File: config.mk
export PLATFORM = sky130hd
export DESIGN_NAME = modexp_sequencer
export DESIGN_NICKNAME = d
export VERILOG_FILES = /design/src/rtl/modexp_sequencer.sv
export SDC_FILE = /design/constraint.sdc
export NUM_CORES = 2
export LEC_CHECK = 0
export ABC_AREA = 1
export BUFFER_PORTS_ARGS = -buffer_cell sky130_fd_sc_hd__buf_2
export CAP_MARGIN = 25
export CORE_AREA = 5 5 602 604
export CTS_CLUSTER_DIAMETER = 200
export DETAILED_ROUTE_END_ITERATION = 10
export DIE_AREA = 0 0 607 609
export GPL_TIMING_DRIVEN = 0
export PLACE_DENSITY = 0.46
export SETUP_SLACK_MARGIN = 0.5
export SYNTH_ARGS = -nofsm -noshare
export SYNTH_HDL_FRONTEND = slang
export SYNTH_SLANG_ARGS = --single-unit
File: constraint.sdc
create_clock -name clock -period 4.07 [get_ports clock]
set_input_delay 0.407 -clock clock [delete_from_list [all_inputs] [get_ports clock]]
set_output_delay 0.407 -clock clock [all_outputs]
set_load 0.05 [all_outputs]
File: src/rtl/modexp_sequencer.sv
// ---------------------------------------------------------------------------
// modexp_sequencer
//
// Computes RESULT = BASE^EXP mod P by left-to-right square-and-multiply,
// driving a shared modular multiplier one operation at a time. P is the
// multiplier's built-in modulus, so this block never sees it.
//
// Ports:
//   clock, reset      rising-edge clock, synchronous active-high reset
//   start             request pulse, accepted only while idle
//   base, exp         operands, sampled on an accepted start
//   busy              high while an accepted request is being worked on
//   done / err        one-cycle completion / watchdog-abort pulses
//   result            last completed value, held until overwritten
//   mul_in_valid      one-cycle issue pulse to the multiplier
//   mul_x, mul_y      multiplier operands, held from issue to response
//   mul_q             multiplier result
//   mul_out_valid     multiplier response strobe
// ---------------------------------------------------------------------------
module modexp_sequencer #(
  parameter int DATA_W  = 256,
  parameter int EXP_W   = 256,
  parameter int TIMEOUT = 1024
) (
  input  logic              clock,
  input  logic              reset,
  input  logic              start,
  input  logic [DATA_W-1:0] base,
  input  logic [EXP_W-1:0]  exp,
  output logic              busy,
  output logic              done,
  output logic              err,
  output logic [DATA_W-1:0] result,
  output logic              mul_in_valid,
  output logic [DATA_W-1:0] mul_x,
  output logic [DATA_W-1:0] mul_y,
  input  logic [DATA_W-1:0] mul_q,
  input  logic              mul_out_valid
);

  localparam int IDX_W = (EXP_W > 1) ? $clog2(EXP_W) : 1;
  localparam int WD_W  = $clog2(TIMEOUT + 1);

  typedef enum logic [2:0] {
    IDLE,
    SCAN,
    SQR_REQ,
    SQR_WAIT,
    MUL_REQ,
    MUL_WAIT,
    FIN,
    DONE
  } state_t;

  state_t            state_reg;
  logic [DATA_W-1:0] base_reg;
  logic [EXP_W-1:0]  exp_reg;
  logic [DATA_W-1:0] acc_reg;
  logic [IDX_W-1:0]  idx_reg;
  logic [WD_W-1:0]   wd_reg;

  // Watchdog hits its limit on the cycle whose increment would reach TIMEOUT,
  // so err appears exactly TIMEOUT cycles after the issue pulse.
  logic wd_expire;
  assign wd_expire = (wd_reg == WD_W'(TIMEOUT - 1));

  always_ff @(posedge clock) begin
    if (reset) begin
      state_reg    <= IDLE;
      base_reg     <= '0;
      exp_reg      <= '0;
      acc_reg      <= '0;
      idx_reg      <= '0;
      wd_reg       <= '0;
      busy         <= 1'b0;
      done         <= 1'b0;
      err          <= 1'b0;
      result       <= '0;
      mul_in_valid <= 1'b0;
      mul_x        <= '0;
      mul_y        <= '0;
    end else begin
      // Pulse outputs default low; mul_x/mul_y intentionally keep their value.
      done         <= 1'b0;
      err          <= 1'b0;
      mul_in_valid <= 1'b0;

      case (state_reg)
        IDLE: begin
          if (start) begin
            if (exp == '0) begin
              result    <= DATA_W'(1);
              state_reg <= DONE;
            end else begin
              base_reg  <= base;
              exp_reg   <= exp;
              idx_reg   <= IDX_W'(EXP_W - 1);
              busy      <= 1'b1;
              state_reg <= SCAN;
            end
          end
        end

        // Skip leading zeros; the first set bit seeds the accumulator.
        SCAN: begin
          if (exp_reg[idx_reg]) begin
            acc_reg <= base_reg;
            if (idx_reg == '0) begin
              result    <= base_reg;
              busy      <= 1'b0;
              state_reg <= DONE;
            end else begin
              idx_reg   <= idx_reg - 1'b1;
              state_reg <= SQR_REQ;
            end
          end else begin
            idx_reg <= idx_reg - 1'b1;
          end
        end

        SQR_REQ: begin
          mul_x        <= acc_reg;
          mul_y        <= acc_reg;
          mul_in_valid <= 1'b1;
          wd_reg       <= '0;
          state_reg    <= SQR_WAIT;
        end

        // The index is consumed only after the optional multiply, so a set
        // bit goes to MUL_REQ without decrementing.
        SQR_WAIT: begin
          if (mul_out_valid) begin
            acc_reg <= mul_q;
            wd_reg  <= '0;
            if (exp_reg[idx_reg]) begin
              state_reg <= MUL_REQ;
            end else if (idx_reg == '0) begin
              state_reg <= FIN;
            end else begin
              idx_reg   <= idx_reg - 1'b1;
              state_reg <= SQR_REQ;
            end
          end else if (wd_expire) begin
            err       <= 1'b1;
            busy      <= 1'b0;
            state_reg <= IDLE;
          end else begin
            wd_reg <= wd_reg + 1'b1;
          end
        end

        MUL_REQ: begin
          mul_x        <= acc_reg;
          mul_y        <= base_reg;
          mul_in_valid <= 1'b1;
          wd_reg       <= '0;
          state_reg    <= MUL_WAIT;
        end

        MUL_WAIT: begin
          if (mul_out_valid) begin
            acc_reg <= mul_q;
            wd_reg  <= '0;
            if (idx_reg == '0) begin
              state_reg <= FIN;
            end else begin
              idx_reg   <= idx_reg - 1'b1;
              state_reg <= SQR_REQ;
            end
          end else if (wd_expire) begin
            err       <= 1'b1;
            busy      <= 1'b0;
            state_reg <= IDLE;
          end else begin
            wd_reg <= wd_reg + 1'b1;
          end
        end

        FIN: begin
          result    <= acc_reg;
          busy      <= 1'b0;
          state_reg <= DONE;
        end

        DONE: begin
          done      <= 1'b1;
          state_reg <= IDLE;
        end

        default: state_reg <= IDLE;
      endcase
    end
  end

endmodule

==> impl_metrics.toml <==
[run_status]
status = "completed"

[synth]
ys.warnings.count = 0
synth_edf_count = 0
synth_most_common_cell = "nand2_1"
synth_ff_type = "dfxtp_1"
postSynthCellCount = 9549
yosys.area.top_type = "dfxtp_1"
yosysSeqAreaShare_pct = 46.80
synth_cell_type_count = 38
syn_nets = 10320
ys_ff_latch = 1562
synth_area_sq_um = 66810
synth_top_area_share_pct = 46.80
avgSynthCellArea_sq_um = 6.997
synthArstFlopShare_pct = 0
synth_common_cells = "nand2_1, o21ai_0, dfxtp_1"
synth_area_leaders = "dfxtp_1, o21ai_0, nand2_1, a21oi_1, inv_1"

[worst_hold_path]
hold_path.class = "primary input to flop"
min_path_cells = 3

[power_and_ir_drop]
p_per_area_nw_per_um2 = 916.9
p_leak_nw = 43.74
ir_drop_v = 0.0005994

[sta]
period_minus_slack_ns = 3.529
fin_worst_skew_ns = 0.09310
rsz0062_at_grt = "no"
max_slew_margin_pct = 26.61
clock.fmax_mhz = 283.4
slew_viol_final = 0
setup_viol = 0
post-route-period-util_pct = 86.71
final-hold-violation-count = 0
worst_pin_slew_ns = 1.091
worst_slack_ns = 0.5409

[route]
drc = 0
routed_wl_mm = 451.9
ant_nets = 0
vias_per_cell = 4.469
wl_per_cell_um = 26.50
vias = 76210
drt_iter0_markers = 6422
drt_pass1_iterations = 6

[clock_network]
clockRootBuffer = "clkbuf_16"
cts.htree.levels = 4
cts.path.max_buffers = 4
clock_latency_ns = 0.91
cts_buffers = 192
clock-sinks = 1562
cts_tree = "yes"
cts.reportedPaths.clkPinSlew_ns = 0.06

[floorplanning]
die_area_sq_um = 369700
core_sq_um = 357000
initial_core_util_pct = 18.71
ios = 1544
chipWidth_um = 607
die_h_um = 609
row_count = 220

[place]
io_buffers = 1542
pre_cts_ws_ns = -1.568
dp_hpwl_mm = 365.5
place.gp.congestion = 0.9633

[cells_and_area]
fill_cells = 39820
seqCellArea_sq_um = 31270
drive_gt1_share_pct = 17.85
layout.nets = 12860
area_delta_synth_final_pct = 43.64
multi_input_area_sq_um = 28580
final_core_util_pct = 26.88

[worst_setup_path]
startpoint = "exp[232]"
cp.required_ns = 4.85
cp_data_arrival_time_ns = 4.31
critPathKind = "primary input to flop"
endpoint = "base_reg[9]"
r2r_cells = 16
end_kind = "flop"
rr_endpoint = "result[136]"
r2r_slack_ns = 0.55
r2r-start = "idx_reg[3]"
worst-path-max-fanout = 10
cp-start-kind = "primary input"

[global_routing]
grt_pass1_vias = 73850
gr-usage-all-layers_pct = 23.20
antenna_found_initial = 89
grt_max_degree = 17
overflow = 0
grt_pass1_wl_mm = 604.5

[flow_run]
drv_cap = 0
per-layer routing:
layer	track usage (%)	vias up	routed length [um]
li1	-	35930	-
met1	27.79	36220	180200
met2	38.21	3168	207400
met3	4.710	872	31760
met4	13.82	18	32330
met5	0	-	103
power by group:
| group | internal (mW) | switching [mW] | leakage (nW) |
|---|---|---|---|
| Clock | 10.2 | 7.58 | 3.16 |
| Sequential | 21.1 | 3.35 | 12.8 |
| Combinational | 10.7 | 34.9 | 27.8 |
placed cells by master, fill, tap and decap left out, types with 19 or more instances in the layout:
master / count
clkbuf_1: 484
nand4_1: 19
o211ai_1: 22
clkbuf_2: 71
inv_1: 1068
nand2_1: 1847
dlygate4sd3_1: 753
nor2b_1: 137
buf_6: 22
buf_8: 27
buf_4: 56
clkbuf_16: 193
o21ai_0: 1568
clkinv_2: 36
clkbuf_4: 19
nor4_1: 37
nor2_1: 963
buf_2: 1592
a21oi_1: 828
clkbuf_8: 49
diode_2: 47
nand3_1: 396
o22ai_1: 95
a22oi_1: 162
buf_1: 53
dfxtp_1: 1562
kinds of logic (layout without fill, tap and decap cells):
family | Yosys count | in the layout | synth area share [%]
simple gates | 3472 | 3472 | 21.26
compound gates | 2695 | 2695 | 21.08
buf+inv | 1807 | 4491 | 10.68
flops | 1562 | 1562 | 46.80
xor+xnor | 11 | 11 | 0.1442
fa+ha+maj | 2 | 2 | 0.03745
other cells | 0 | 47 | 0
through the flow:
step	instances	total power, mW	instance area, sq um	setup TNS [ns]	hold WS [ns]
floorplan	9549	50.78	66810	0	0.4200
global placement	15860	68.85	80500	-2505.92	0.4308
detailed placement	15900	69.24	81270	-712.41	0.4348
CTS	17000	88.27	95570	0	0.001409
global route	17030	92.86	95920	0	0.02818
finish	17050	88.00	95970	0	0.09178
how the worst min path moves through the flow:
stage	startpoint	end	slack (ns)
floorplan	exp_reg[144]	exp_reg[144]	0.42
global placement	exp_reg[211]	exp_reg[211]	0.43
detailed placement	exp_reg[211]	exp_reg[211]	0.43
CTS	mul_q[172]	acc_reg[172]	0.001
global route	base[49]	base_reg[49]	0.03
finish	base[49]	base_reg[49]	0.09
worst max-delay path: stages:
cell and delay, ns:
dlygate4sd3_1 0.55, buf_2 0.15, nor3_1 0.22, nor3b_1 0.39
nand3_1 0.13, nor2_1 0.11, nand2_1 0.09, nor2_1 0.33
nand2_1 0.12, nand3_2 0.25, clkbuf_2 0.34, buf_12 0.21
clkbuf_1 0.32, o21ai_0 0.39, a21oi_1 0.23
cell type report:
cell class | count | area share (%)
clock inverters | 68 | 0.8175
clock buffers | 273 | 5.836
diodes | 47 | 0.1226
repair buffers | 2343 | 16.75
well taps | 4773 | 6.223
multi-input cells | 6180 | 29.79
flip-flops and latches | 1562 | 32.58
plain buffers | 729 | 3.660
inverters | 1078 | 4.225
repair_timing:
item / 4_1_cts / 5_1_grt
setup endpoints to repair: 1170 / 713
endpoints found under the hold margin: 756 / 0
gates resized for setup: 130 / 108
pin swaps: 1 / 2
hold buffers: 753 / 0
setup buffers: 3 / 5
(Power assumes the default switching activity.)
